### src/rtl/ibex_pkg.sv
// ============================================================================
// Module      : ibex_pkg
// Description : Shared types and constants for the multdiv issuer slice.
// Revision    : 1.0 - initial release
// ============================================================================
`default_nettype none

package ibex_pkg;

    // Operator encoding understood by the multiply/divide unit
    typedef enum logic [1:0] {
        MD_OP_MULL = 2'b00,
        MD_OP_MULH = 2'b01,
        MD_OP_DIV  = 2'b10,
        MD_OP_REM  = 2'b11
    } md_op_e;

    // Issuer sequencing states
    typedef enum logic [1:0] {
        MDI_IDLE = 2'b00,
        MDI_BUSY = 2'b01,
        MDI_RESP = 2'b10
    } multdiv_issue_state_e;

    // Expected latencies in data-independent-timing mode, and abort limit
    localparam int unsigned MDI_MUL_CYCLES     = 34;
    localparam int unsigned MDI_DIV_CYCLES     = 37;
    localparam int unsigned MDI_TIMEOUT_CYCLES = 48;

    // True for operators executed by the multiplier datapath
    function automatic logic md_op_is_mul(md_op_e op);
        return (op == MD_OP_MULL) || (op == MD_OP_MULH);
    endfunction

endpackage

`default_nettype wire

### src/rtl/ibex_multdiv_lat_counter.sv
// ============================================================================
// Module      : ibex_multdiv_lat_counter
// Description : Saturating latency counter with clear/enable and a timeout
//               compare. cnt_o already includes the current enabled cycle.
// Revision    : 1.0 - initial release
// ============================================================================
`default_nettype none

module ibex_multdiv_lat_counter #(
    parameter int unsigned CntW          = 6,
    parameter int unsigned TimeoutCycles = 48
) (
    input  logic            clk_i,
    input  logic            rst_ni,
    input  logic            clr_i,
    input  logic            en_i,
    output logic [CntW-1:0] cnt_o,
    output logic            timeout_o
);

    localparam logic [CntW-1:0] CntMax = {CntW{1'b1}};
    localparam logic [CntW-1:0] CntOne = {{(CntW-1){1'b0}}, 1'b1};

    logic [CntW-1:0] cnt_q;
    logic [CntW-1:0] cnt_d;
    logic [CntW-1:0] w_cnt_inc;

    // Saturating increment; clear wins over enable
    always_comb begin
        w_cnt_inc = (cnt_q == CntMax) ? cnt_q : (cnt_q + CntOne);
        cnt_d     = cnt_q;
        if (clr_i) begin
            cnt_d = '0;
        end else if (en_i) begin
            cnt_d = w_cnt_inc;
        end
    end

    // Counter register
    always_ff @(posedge clk_i or negedge rst_ni) begin
        if (!rst_ni) begin
            cnt_q <= '0;
        end else begin
            cnt_q <= cnt_d;
        end
    end

    // The value reported for a cycle counts that cycle itself
    assign cnt_o     = w_cnt_inc;
    assign timeout_o = en_i && (32'(w_cnt_inc) >= TimeoutCycles);

endmodule

`default_nettype wire

### src/rtl/ibex_multdiv_issuer.sv
// ============================================================================
// Module      : ibex_multdiv_issuer
// Description : Initiator-side sequencer for the multiply/divide unit. Issues
//               one operation per request, holds it until valid, buffers the
//               result and measured latency for a response handshake.
//               Optional macro IBEX_MULTDIV_DIT_CHECK_EN enables the
//               data-independent-timing latency check.
// Revision    : 1.0 - initial release
// ============================================================================
`default_nettype none

module ibex_multdiv_issuer
    import ibex_pkg::*;
#(
    parameter int unsigned CntW          = 6,
    parameter int unsigned TimeoutCycles = MDI_TIMEOUT_CYCLES,
    parameter int unsigned MulCycles     = MDI_MUL_CYCLES,
    parameter int unsigned DivCycles     = MDI_DIV_CYCLES
) (
    input  logic            clk_i,
    input  logic            rst_ni,
    input  logic            req_valid_i,
    output logic            req_ready_o,
    input  md_op_e          req_op_i,
    input  logic [1:0]      req_signed_mode_i,
    input  logic [31:0]     req_op_a_i,
    input  logic [31:0]     req_op_b_i,
    input  logic            data_ind_timing_i,
    output logic            mult_en_o,
    output logic            div_en_o,
    output logic            mult_sel_o,
    output logic            div_sel_o,
    output md_op_e          operator_o,
    output logic [1:0]      signed_mode_o,
    output logic [31:0]     op_a_o,
    output logic [31:0]     op_b_o,
    output logic            data_ind_timing_o,
    output logic            multdiv_ready_id_o,
    input  logic            valid_i,
    input  logic [31:0]     result_i,
    output logic            rsp_valid_o,
    input  logic            rsp_ready_i,
    output logic [31:0]     rsp_result_o,
    output logic [CntW-1:0] rsp_cycles_o,
    output logic            rsp_err_o,
    output logic            busy_o
);

    localparam logic [1:0] StIdle = MDI_IDLE;
    localparam logic [1:0] StBusy = MDI_BUSY;
    localparam logic [1:0] StResp = MDI_RESP;

    logic [1:0]      state_q, state_d;
    md_op_e          operator_q, operator_d;
    logic [1:0]      signed_mode_q, signed_mode_d;
    logic [31:0]     op_a_q, op_a_d;
    logic [31:0]     op_b_q, op_b_d;
    logic            dit_q, dit_d;
    logic            mult_en_q, mult_en_d;
    logic            div_en_q, div_en_d;
    logic [31:0]     rsp_result_q, rsp_result_d;
    logic [CntW-1:0] rsp_cycles_q, rsp_cycles_d;
    logic            rsp_err_q, rsp_err_d;

    logic            w_accept;
    logic            w_ready_id;
    logic [CntW-1:0] w_cnt;
    logic            w_timeout;
    logic [CntW-1:0] w_exp_cycles;
    logic            w_dit_mismatch;

    assign w_accept = (state_q == StIdle) && req_valid_i;

    ibex_multdiv_lat_counter #(
        .CntW          (CntW),
        .TimeoutCycles (TimeoutCycles)
    ) u_lat_counter (
        .clk_i     (clk_i),
        .rst_ni    (rst_ni),
        .clr_i     (w_accept),
        .en_i      (state_q == StBusy),
        .cnt_o     (w_cnt),
        .timeout_o (w_timeout)
    );

    assign w_exp_cycles = md_op_is_mul(operator_q) ? CntW'(MulCycles) : CntW'(DivCycles);

`ifdef IBEX_MULTDIV_DIT_CHECK_EN
    assign w_dit_mismatch = dit_q && (w_cnt != w_exp_cycles);

    dit_latency_match: assert property (@(posedge clk_i) disable iff (!rst_ni)
        ((state_q == StBusy) && valid_i && dit_q) |-> (w_cnt == w_exp_cycles));
`else
    logic w_unused_exp_cycles;
    assign w_unused_exp_cycles = ^w_exp_cycles;
    assign w_dit_mismatch      = 1'b0;
`endif

    // Next-state, operand latch and response capture
    always_comb begin
        state_d       = state_q;
        operator_d    = operator_q;
        signed_mode_d = signed_mode_q;
        op_a_d        = op_a_q;
        op_b_d        = op_b_q;
        dit_d         = dit_q;
        mult_en_d     = mult_en_q;
        div_en_d      = div_en_q;
        rsp_result_d  = rsp_result_q;
        rsp_cycles_d  = rsp_cycles_q;
        rsp_err_d     = rsp_err_q;
        w_ready_id    = 1'b0;

        case (state_q)
            StIdle: begin
                if (req_valid_i) begin
                    operator_d    = req_op_i;
                    signed_mode_d = req_signed_mode_i;
                    op_a_d        = req_op_a_i;
                    op_b_d        = req_op_b_i;
                    dit_d         = data_ind_timing_i;
                    mult_en_d     = md_op_is_mul(req_op_i);
                    div_en_d      = !md_op_is_mul(req_op_i);
                    state_d       = StBusy;
                end
            end
            StBusy: begin
                // A result arriving on the timeout cycle still counts as a result
                if (valid_i) begin
                    w_ready_id   = 1'b1;
                    rsp_result_d = result_i;
                    rsp_cycles_d = w_cnt;
                    rsp_err_d    = w_dit_mismatch;
                    mult_en_d    = 1'b0;
                    div_en_d     = 1'b0;
                    state_d      = StResp;
                end else if (w_timeout) begin
                    // Ready pulse releases a unit that will never answer
                    w_ready_id   = 1'b1;
                    rsp_result_d = '0;
                    rsp_cycles_d = w_cnt;
                    rsp_err_d    = 1'b1;
                    mult_en_d    = 1'b0;
                    div_en_d     = 1'b0;
                    state_d      = StResp;
                end
            end
            StResp: begin
                if (rsp_ready_i) begin
                    state_d = StIdle;
                end
            end
            default: begin
                state_d = StIdle;
            end
        endcase
    end

    // State and datapath registers
    always_ff @(posedge clk_i or negedge rst_ni) begin
        if (!rst_ni) begin
            state_q       <= StIdle;
            operator_q    <= MD_OP_MULL;
            signed_mode_q <= '0;
            op_a_q        <= '0;
            op_b_q        <= '0;
            dit_q         <= 1'b0;
            mult_en_q     <= 1'b0;
            div_en_q      <= 1'b0;
            rsp_result_q  <= '0;
            rsp_cycles_q  <= '0;
            rsp_err_q     <= 1'b0;
        end else begin
            state_q       <= state_d;
            operator_q    <= operator_d;
            signed_mode_q <= signed_mode_d;
            op_a_q        <= op_a_d;
            op_b_q        <= op_b_d;
            dit_q         <= dit_d;
            mult_en_q     <= mult_en_d;
            div_en_q      <= div_en_d;
            rsp_result_q  <= rsp_result_d;
            rsp_cycles_q  <= rsp_cycles_d;
            rsp_err_q     <= rsp_err_d;
        end
    end

    // Ready is masked by reset so every output reads 0 while reset is held
    assign req_ready_o        = (state_q == StIdle) && rst_ni;
    assign mult_en_o          = mult_en_q;
    assign div_en_o           = div_en_q;
    assign mult_sel_o         = mult_en_q;
    assign div_sel_o          = div_en_q;
    assign operator_o         = operator_q;
    assign signed_mode_o      = signed_mode_q;
    assign op_a_o             = op_a_q;
    assign op_b_o             = op_b_q;
    assign data_ind_timing_o  = dit_q;
    assign multdiv_ready_id_o = w_ready_id;
    assign rsp_valid_o        = (state_q == StResp);
    assign rsp_result_o       = rsp_result_q;
    assign rsp_cycles_o       = rsp_cycles_q;
    assign rsp_err_o          = rsp_err_q;
    assign busy_o             = (state_q != StIdle);

endmodule

`default_nettype wire

### config.mk
export PLATFORM = sky130hd
export DESIGN_NAME = ibex_multdiv_issuer
export DESIGN_NICKNAME = d
export VERILOG_FILES = /design/src/rtl/ibex_pkg.sv /design/src/rtl/ibex_multdiv_lat_counter.sv /design/src/rtl/ibex_multdiv_issuer.sv
export SDC_FILE = /design/constraint.sdc
export NUM_CORES = 1
export LEC_CHECK = 0
export BUFFER_PORTS_ARGS = -buffer_cell sky130_fd_sc_hd__buf_4
export CAP_MARGIN = 20
export CORE_ASPECT_RATIO = 1.2
export CORE_MARGIN = 3
export CORE_UTILIZATION = 43
export CTS_BUF_LIST = sky130_fd_sc_hd__clkbuf_8
export CTS_CLUSTER_SIZE = 25
export DETAILED_ROUTE_END_ITERATION = 8
export PLACE_DENSITY = 0.78
export SLEW_MARGIN = 40
export SYNTH_ARGS = -nofsm -noshare
export SYNTH_HDL_FRONTEND = slang
export SYNTH_HIERARCHICAL = 1
export SYNTH_SLANG_ARGS = --single-unit
### constraint.sdc
create_clock -name clk_i -period 2 [get_ports clk_i]
set_input_delay 0.1 -clock clk_i [delete_from_list [all_inputs] [get_ports clk_i]]
set_output_delay 0.1 -clock clk_i [all_outputs]
set_load 0.05 [all_outputs]
==> run metrics, run 1 <==
status=finished, violations left; failing checks=setup timing; DR iter-0 viols=239; total global routing overflow=0; r2r startpoint=u_lat_counter/cnt_q[1]$_DFFE_PN0P_; critical path fanouts, max=4; Mapped Nets=554; Post-synth EDFFs=0; Syn Inst Count=447; multi-input combinational cell area=1540 µm²; Slew Limit Fails=0; initial antenna violation count=0; IO Count=222; fin util=0.794; Max-Cap Viols=0; Required @ worst endpoint=1.90 ns; Cell Area, Synth=4650 µm²; DRC Markers=0; vias in the first global route=4877; I/O Buffers=221; min setup slack post-route=-0.335 ns; core footprint=10300 µm²; vias per cell=4.98; top_reg_cell synth=dfrtp_1; Worst setup EP type=primary output; detailed placement HPWL=8.88 mm; clock buffer depth=2; drt first pass iters=4; total wire length=16.1 mm; max incr delay on CP=0.43 ns; CP Data Arrival Time=2.23 ns; Slew headroom=0.566; ys async rst share=1.00; sequential area share after synthesis=0.635; Layout area overhead=75.1%; GPL Wtd Cong=0.824; Netlist cell types=38; top cells by count, synth=208 x nand2_1, 118 x dfrtp_1, 32 x a22o_1; clock latency on the worst-skew pair=0.43 ns; Reg area=2950 µm²; yosys warns=6; leakage=4.31 nW; syn_area_per_cell=10.4 µm²; Final ANT Viol Nets=0; CP bufs+invs=3; #FFs+latches synth=118; Worst path top cell family by delay=flip-flops; power per cell area=1840 nW/µm²; worst-path cell chain=ha_4 -> and2_4 -> a311o_1 -> nor3_4 -> o21ai_4 -> buf_12 -> clkinvlp_4 -> buf_8; root buffer cell=clkbuf_8; final setup vio count=43; worst vdd ir=1.36 mV; Worst R2R End=rsp_result_o[20]$_DFFE_PN0P_; cell taking the most area after synthesis=dfrtp_1; TNS Setup=-7.32 ns; fillers=585; pre-CTS setup slack=-0.0778 ns; H-Tree Depth=4; TritonCTS clock tree=yes; Reg2Reg Depth=9; type of the most critical hold path=input pin to asynchronous set/reset pin; Final Net Count=899; Total GRT Usage=0.260; most common cell in the synthesized netlist=nand2_1; share of layout cells above drive strength 1=0.374; Peak Freq=428 MHz; Die Ht=120 µm; Initial Util=0.453; total CTS buffers=17; DIE AREA=12100 µm²; Final Skew=0.00834 ns; via count=4642; first-pass GRT wire length=24.4 mm; largest net degree at the start of global routing=119; clk sink count=118; Layout Cells excl Fill=932; top cell type's share of synthesized area=0.635; Pwr Total=15.0 mW; Tcrit/Tclk final=1.17; R2R setup slack=-0.25 ns; critical path class=register to primary output; wire length per cell=17.3 µm; Synth area leaders=dfrtp_1 63%, nand2_1 17%, a22o_1 6.0%; Tmin final=2.33 ns; row count=40; Worst-path clk slew=0.07 ns; worst-path cell with the longest stage delay=dfrtp_1; startpoint types=register; die width=101 µm; final hold violation count=0; RSZ-0062 raised after global routing=true; Slew @ Worst Pin=0.652 ns; dpl cells=783
==> metrics by stage <==
| step | hold WS [ns] | area [µm²] |
|---|---|---|
| after floorplan | -0.196 | 4700 |
| after global placement | 0.241 | 6520 |
| after detailed placement | 0.247 | 6520 |
| after CTS | 0.241 | 8010 |
| after global routing | 0.327 | 8140 |
| final | 0.254 | 8140 |
==> layer usage <==
layer	track usage	vias up	share of wire
li1	-	2131	-
met1	0.290	2209	0.36
met2	0.443	242	0.52
met3	0.0779	60	0.074
met4	0.131	0	0.043
met5	0	-	0
==> how the worst max path moves through the flow <==
| stage | from | endpoint | slack [ns] | cells past startpoint |
|---|---|---|---|---|
| 3_5_place_dp | u_lat_counter/cnt_q[1]$_DFFE_PN0P_ | rsp_result_o[1]$_DFFE_PN0P_ | -0.08 | 7 |
| 3_3_place_gp | u_lat_counter/cnt_q[1]$_DFFE_PN0P_ | multdiv_ready_id_o | -0.03 | 8 |
| 5_1_grt | u_lat_counter/cnt_q[1]$_DFFE_PN0P_ | multdiv_ready_id_o | -0.42 | 8 |
| 4_1_cts | u_lat_counter/cnt_q[1]$_DFFE_PN0P_ | multdiv_ready_id_o | -0.27 | 8 |
| 2_1_floorplan | u_lat_counter/cnt_q[0]$_DFFE_PN0P_ | rsp_cycles_o[2]$_DFFE_PN0P_ | -0.05 | 8 |
| 6_report | u_lat_counter/cnt_q[1]$_DFFE_PN0P_ | multdiv_ready_id_o | -0.33 | 8 |
==> layout make-up <==
class	count	share of cell area
Timing Repair Buffer	355	0.374
Sequential cell	118	0.363
Multi-Input combinational cell	294	0.189
Clock buffer	19	0.0321
Tap cell	126	0.0194
Clock inverter	13	0.0192
Inverter	6	0.00323
Antenna cell	1	0.000307
==> power breakdown <==
group          internal (mW)  switching, mW
clock                   1.29          0.972
combinational           2.75           5.79
sequential              3.47          0.722
total                   7.51           7.49
==> registers in the layout (all words and copies together) (netlist names), 2 cells and up <==
| name | flops |
|---|---|
| rsp_result_o | 32 |
| operator_o | 2 |
| op_b_o | 32 |
| rsp_cycles_o | 6 |
| u_lat_counter/cnt_q | 6 |
| op_a_o | 32 |
| state_q | 2 |
| signed_mode_o | 2 |
==> worst reg2reg max path, cell delays in order (launching register included) <==
cell	delay, ns
dfrtp_1	0.43
ha_4	0.20
and2_4	0.16
a311o_1	0.31
nor3_4	0.26
o21ai_4	0.12
buf_4	0.16
buf_8	0.13
buf_12	0.14
a22o_1	0.24
==> cells in the final DEF (no fill, tap or decap), drive strengths merged, types with 2 or more instances in the layout <==
cell type      n
inv            6
nand2        208
buf          249
dfrtp        118
nand2b         3
bufinv         3
clkinv         5
clkbuf        21
o21ai          2
dlygate4sd3  104
a31o           2
clkinvlp       5
a22o          32
a311oi         2
nor2b          2
a21oi          6
nor2           6
and2           4
mux2           8
a31oi          4
==> what timing repair did <==
item | 4_1_cts | 5_1_grt
gates cloned | 0 | 2
hold endpoints to repair | 222 | 0
setup endpoints to repair | 35 | 24
pin swaps | 2 | 15
setup buffers | 2 | 8
gates resized for setup | 3 | 5
hold buffers | 104 | 0
==> kinds of logic after synthesis <==
group	synth area share
AOI/OAI and AO/OA	0.0912
xor gates and xnor gates	0.00377
adders and majority gates	0.00269
buffers and inverters	0.0447
DFF	0.635
muxes	0.0231
and+or+nand+nor	0.200
Note: power is estimated with default switching activity, not from simulation.
==> run 2: changes to the inputs <==
Settings changed: CORE_MARGIN 3 to not set, CORE_UTILIZATION 43 to 51, PLACE_DENSITY 0.78 to 0.87.
Clock period 2 ns to 2.7 ns, I/O delays scaled along.
==> run 2 against run 1 <==
The run now ends clean. Register-to-register slack better by 0.49 ns. Clock power fell by 26%. Core utilization grew 10 points. First-iteration DRC count increased by 85%. Sequential share of layout area grew 1.5 points. Final area fell by 4.0%. Sequential power is 25% lower. Critical endpoint unchanged. Largest power group unchanged. Highest routed layer unchanged.
==> run metrics, run 2 (synthesis results as in run 1) <==
status=complete, no violations; Required @ worst endpoint=2.57 ns (+0.67 ns); Reg2Reg Depth=8 (-1); Final Net Count=874 (-2.8%); H-Tree Depth=4 (unchanged); final setup vio count=0 (-100%); row count=37 (-7.5%); critical path fanouts, max=6 (+2); detailed placement HPWL=8.71 mm (-2.0%); clock latency on the worst-skew pair=0.43 ns (about the same); Tcrit/Tclk final=0.922; TNS Setup=0 ns (+7.32 ns); Worst setup EP type=primary output; drt first pass iters=5 (+1); core footprint=8700 µm² (-15%); GPL Wtd Cong=0.887 (+7.7%); Initial Util=0.534 (+0.0811); power per cell area=1420 nW/µm² (-23%); total global routing overflow=0 (unchanged); commonest non-fill, non-tap cells in the layout=224 x buf_4, 208 x nand2_1, 118 x dfrtp_1; startpoint types=register; vias in the first global route=5378 (+10%); critical path class=register to primary output; total CTS buffers=17 (unchanged); fillers=349 (-40%); root buffer cell=clkbuf_8; Tmin final=2.49 ns; Peak Freq=402 MHz; Slew Limit Fails=0 (unchanged); vias per cell=5.59 (+12%); worst vdd ir=0.931 mV (-32%); share of layout cells above drive strength 1=0.344 (-0.0303); Slew headroom=0.504 (-0.0613); Final Skew=0.0123 ns (+0.00397 ns); Layout area overhead=68.0%; wire length per cell=20.3 µm (+17%); DRC Markers=0 (unchanged); RSZ-0062 raised after global routing=false; hold endpoint=mult_en_o$_DFFE_PN0P_; initial antenna violation count=2 (+2); Worst Hold Path Cells=3; Die Ht=107 µm (-11%); Worst R2R End=rsp_result_o[19]$_DFFE_PN0P_; die width=89.2 µm (-12%); Worst Min Path Start=req_op_i[1]; TritonCTS clock tree=yes; multi-input combinational cell area=1500 µm² (-2.6%); largest net degree at the start of global routing=119 (unchanged); via count=5021 (+8.2%); Total GRT Usage=0.412 (+0.153); leakage=4.17 nW (-3.2%); total wire length=18.3 mm (+13%); Worst-path clk slew=0.07 ns (about the same); final hold violation count=0 (unchanged); DR iter-0 viols=443 (+85%); I/O Buffers=221 (unchanged); type of the most critical hold path=input pin to register; Reg area=2950 µm² (unchanged); clock buffer depth=2 (unchanged); DIE AREA=9510 µm² (-21%); R2R setup slack=0.24 ns (+0.49 ns); IO Count=222 (unchanged); r2r startpoint=u_lat_counter/cnt_q[0]$_DFFE_PN0P_; commonest non-fill, non-tap cell in the layout=buf_4; clk sink count=118 (unchanged); Max-Cap Viols=0 (unchanged); first-pass GRT wire length=28.3 mm (+16%); CP Data Arrival Time=2.35 ns (+0.12 ns); Pwr Total=11.1 mW (-26%); Slew @ Worst Pin=0.744 ns (+0.0919 ns); Final ANT Viol Nets=0 (unchanged)
## run 2: timing repair
action,4_1_cts,5_1_grt
resized for setup,1,0
setup endpoints to repair,1,0
hold buffers,103,0
buffers inserted,1,0
hold endpoints to repair,220,0
## run 2: critical path, cell delays in order, from the launching register on
cell	delay, ns
dfrtp_1	0.44
ha_1	0.31
and2_4	0.22
a311o_1	0.35
nor3_2	0.23
o21ai_4	0.11
inv_1	0.07
buf_4	0.21
## run 2: layout make-up
class,instances,area share
Sequential cell,118,0.378
Antenna cell,2,0.000641
Inverter,6,0.00288
Multi-Input combinational cell,294,0.192
Timing Repair Buffer,330,0.355
Tap cell,117,0.0187
Clock buffer,20,0.0352
Clock inverter,12,0.0173
## run 2: worst max path at each step
stage,startpoint,endpoint,slack [ns],cells past startpoint
4_1_cts,u_lat_counter/cnt_q[0]$_DFFE_PN0P_,multdiv_ready_id_o,0.20,7
6_report,u_lat_counter/cnt_q[0]$_DFFE_PN0P_,multdiv_ready_id_o,0.21,7
3_3_place_gp,u_lat_counter/cnt_q[0]$_DFFE_PN0P_,rsp_result_o[10]$_DFFE_PN0P_,0.37,7
5_1_grt,u_lat_counter/cnt_q[0]$_DFFE_PN0P_,multdiv_ready_id_o,0.09,7
3_5_place_dp,u_lat_counter/cnt_q[0]$_DFFE_PN0P_,rsp_result_o[24]$_DFFE_PN0P_,0.25,7
2_1_floorplan,u_lat_counter/cnt_q[0]$_DFFE_PN0P_,multdiv_ready_id_o,0.46,8
## run 2: power breakdown
| group | internal, mW | leakage (nW) | switching, mW |
|---|---|---|---|
| Combinational | 1.84 | 2.47 | 4.43 |
| Clock | 0.971 | 0.226 | 0.712 |
| Sequential | 2.57 | 1.47 | 0.581 |
## run 2: per-layer routing
layer,track usage,vias up,routed length (µm)
met5,0,-,0
met4,0.280,0,1220
met3,0.156,123,1740
met2,0.676,395,9270
met1,0.430,2417,6040
li1,-,2086,-
## run 2: metrics by stage
step                      hold slack, ns  std cells  cell area (µm²)  worst slack, ns   util
final                             0.0575        899             7810            0.211  0.898
after floorplan                   -0.161        447             4650            0.461      -
after global routing              0.0517        899             7810           0.0877  0.898
after detailed placement           0.328        761             6350            0.247  0.730
after CTS                         0.0289        897             7810            0.198  0.897
after global placement             0.321        761             6350            0.372  0.730
==> run 3: changes to the inputs <==
--- a/config.mk
+++ b/config.mk
@@ -7,2 +7,3 @@
 export LEC_CHECK = 0
+export ABC_CLOCK_PERIOD_IN_PS = 2700
 export BUFFER_PORTS_ARGS = -buffer_cell sky130_fd_sc_hd__buf_4
--- a/constraint.sdc
+++ b/constraint.sdc
@@ -3,2 +3,2 @@
 set_output_delay 0.135 -clock clk_i [all_outputs]
-set_load 0.05 [all_outputs]
+set_load 0.02 [all_outputs]
==> run 3 against run 2 <==
Routed wire length shrank 1.5%. Clock power is 8% lower. First-iteration DRC count fell by 18%. Critical path depth is the same. Via count down 2.2%. Final cell count increased by 0.11%. Largest cell class unchanged.
==> run metrics, run 3 (synthesis results as in run 1) <==
status=complete, no violations; CP Data Arrival Time=2.33 ns (-0.02 ns); Switching Power=3.82 mW (-33%); type of the most critical hold path=input pin to register; worst vdd ir=0.657 mV (-29%); Total GRT Usage=0.404 (-0.00871); total CTS buffers=17 (unchanged); RSZ-0062 raised after global routing=false; worst-path cell chain=ha_1 -> and2_4 -> a311o_1 -> nor3_2 -> o21ai_4 -> inv_1 -> buf_4; Peak Freq=405 MHz (+0.82%); Tcrit/Tclk final=0.914 (-0.00750); Worst-path clk slew=0.07 ns (about the same); root buffer cell=clkbuf_8; TNS Setup=0 ns (unchanged); Worst setup EP type=primary output; Slew Limit Fails=0 (unchanged); Tmin final=2.47 ns (-0.0203 ns); drt first pass iters=5 (unchanged); combinational group share of total power=0.483 (-0.082); sequential fraction of design power=0.346 (+0.062); Worst R2R End=rsp_result_o[4]$_DFFE_PN0P_; I/O Buffers=221 (unchanged); critical path class=register to primary output; detailed placement HPWL=8.82 mm (+1.3%); via count=4912 (-2.2%); largest net degree at the start of global routing=74 (-38%); max incr delay on CP=0.43 ns (about the same); fillers=362 (+3.7%); Slew @ Worst Pin=0.730 ns (-0.0135 ns); final hold violation count=0 (unchanged); power per cell area=1160 nW/µm² (-18%); first-pass GRT wire length=27.8 mm (-1.7%); Initial Util=0.534 (unchanged); Worst Hold Path Cells=3 (unchanged); startpoint types=register; leakage=4.15 nW (-0.56%); row count=37 (unchanged); Pint=5.22 mW (-3.0%); multi-input combinational cell area=1500 µm² (unchanged); Fin Hold WS=0.0427 ns (-0.0149 ns); total wire length=18.0 mm (-1.5%); worst-path cell with the longest stage delay=dfrtp_1; H-Tree Depth=4 (unchanged); hold endpoint=operator_o[1]$_DFFE_PN0P_; Worst path top cell family by delay=compound AO/OA/AOI/OAI gates; share of layout cells above drive strength 1=0.348 (+0.00424); Slew headroom=0.513 (+0.00898); final setup vio count=0 (unchanged); Final Net Count=877 (+0.34%); Required @ worst endpoint=2.57 ns (about the same); Worst Min Path Start=req_op_i[1]; vias per cell=5.46 (-2.3%); Die Ht=107 µm (unchanged); critical path fanouts, max=6 (unchanged); DIE AREA=9510 µm² (unchanged); wire length per cell=20.0 µm (-1.6%); Final Skew=0.00654 ns (-0.00577 ns); total global routing overflow=0 (unchanged); R2R setup slack=0.33 ns (+0.09 ns); clock latency on the worst-skew pair=0.43 ns (about the same); DR iter-0 viols=363 (-18%); vias in the first global route=5347 (-0.58%); TritonCTS clock tree=yes; initial antenna violation count=1 (-1); Clk network pwr share=0.171 (+0.019); die width=89.2 µm (unchanged); commonest non-fill, non-tap cells in the layout=228 x buf_4, 208 x nand2_1, 118 x dfrtp_1; core footprint=8700 µm² (unchanged); commonest non-fill, non-tap cell in the layout=buf_4; Reg2Reg Depth=8 (unchanged); Layout area overhead=67.5%; Max-Cap Viols=0 (unchanged); CP bufs+invs=2 (unchanged); switch share=0.423 (-0.0930); DRC Markers=0 (unchanged); clk sink count=118 (unchanged); r2r startpoint=u_lat_counter/cnt_q[0]$_DFFE_PN0P_; Final ANT Viol Nets=0 (unchanged); clock buffer depth=2 (unchanged); Reg area=2950 µm² (unchanged); IO Count=222 (unchanged); GPL Wtd Cong=0.896 (+0.99%)
-- run 3: area by class of cell --
| type | instances | share of cell area |
|---|---|---|
| clock buffers | 22 | 0.0389 |
| diodes | 1 | 0.000321 |
| clock inverters | 9 | 0.00980 |
| well taps | 117 | 0.0188 |
| inverters | 6 | 0.00289 |
| repair buffers | 333 | 0.357 |
| multi-input cells | 294 | 0.193 |
| flip-flops and latches | 118 | 0.379 |
-- run 3: worst max path at each step --
stage	from	endpoint	cells after the start
after global routing	u_lat_counter/cnt_q[0]$_DFFE_PN0P_	multdiv_ready_id_o	7
after CTS	u_lat_counter/cnt_q[0]$_DFFE_PN0P_	multdiv_ready_id_o	7
final	u_lat_counter/cnt_q[0]$_DFFE_PN0P_	multdiv_ready_id_o	7
after floorplan	u_lat_counter/cnt_q[0]$_DFFE_PN0P_	rsp_cycles_o[2]$_DFFE_PN0P_	8
after global placement	u_lat_counter/cnt_q[0]$_DFFE_PN0P_	rsp_result_o[2]$_DFFE_PN0P_	7
after detailed placement	u_lat_counter/cnt_q[0]$_DFFE_PN0P_	rsp_result_o[7]$_DFFE_PN0P_	7
-- run 3: power groups by stage --
| stage | Sequential [mW] | Clock, mW | Combinational [mW] |
|---|---|---|---|
| 5_1_grt | 3.21 | 1.64 | 4.63 |
| 6_report | 3.13 | 1.54 | 4.36 |
| 3_5_place_dp | 3.04 | 0 | 3.99 |
| 3_3_place_gp | 3.02 | 0 | 3.88 |
| 4_1_cts | 3.02 | 1.53 | 4.13 |
| 2_1_floorplan | 3.94 | 0 | 1.32 |
-- run 3: repair_timing --
item	in CTS	in global routing
hold buffers	103	0
hold endpoints to repair	142	0
buffers inserted	0	3
pin swaps	0	1
resized for setup	1	0
cloned	0	0
setup endpoints to repair	1	1
-- run 3: worst reg2reg max path: stages, from the launching register on --
cell and delay, ns:
dfrtp_1 0.43, ha_1 0.29, and2_4 0.22, a311o_1 0.35, nor3_2 0.25, o21ai_4 0.14, buf_4 0.17, buf_12 0.16
a22o_1 0.25
-- run 3: metrics by stage --
step           std cells  utilization  worst slack [ns]  cell area, µm²  power, mW
3_3_place_gp         762        0.729             0.373            6350       6.90
2_1_floorplan        447            -             0.480            4650       5.26
6_report             900        0.895             0.231            7790       9.03
3_5_place_dp         762        0.729             0.261            6350       7.04
4_1_cts              896        0.892            0.0995            7760       8.68
5_1_grt              899        0.895             0.121            7790       9.48
-- run 3: metal layers --
metal  track usage  routed length, µm
met5             0                  0
met4         0.264               1120
met3         0.193               1820
met2         0.645               8960
met1         0.415               6100
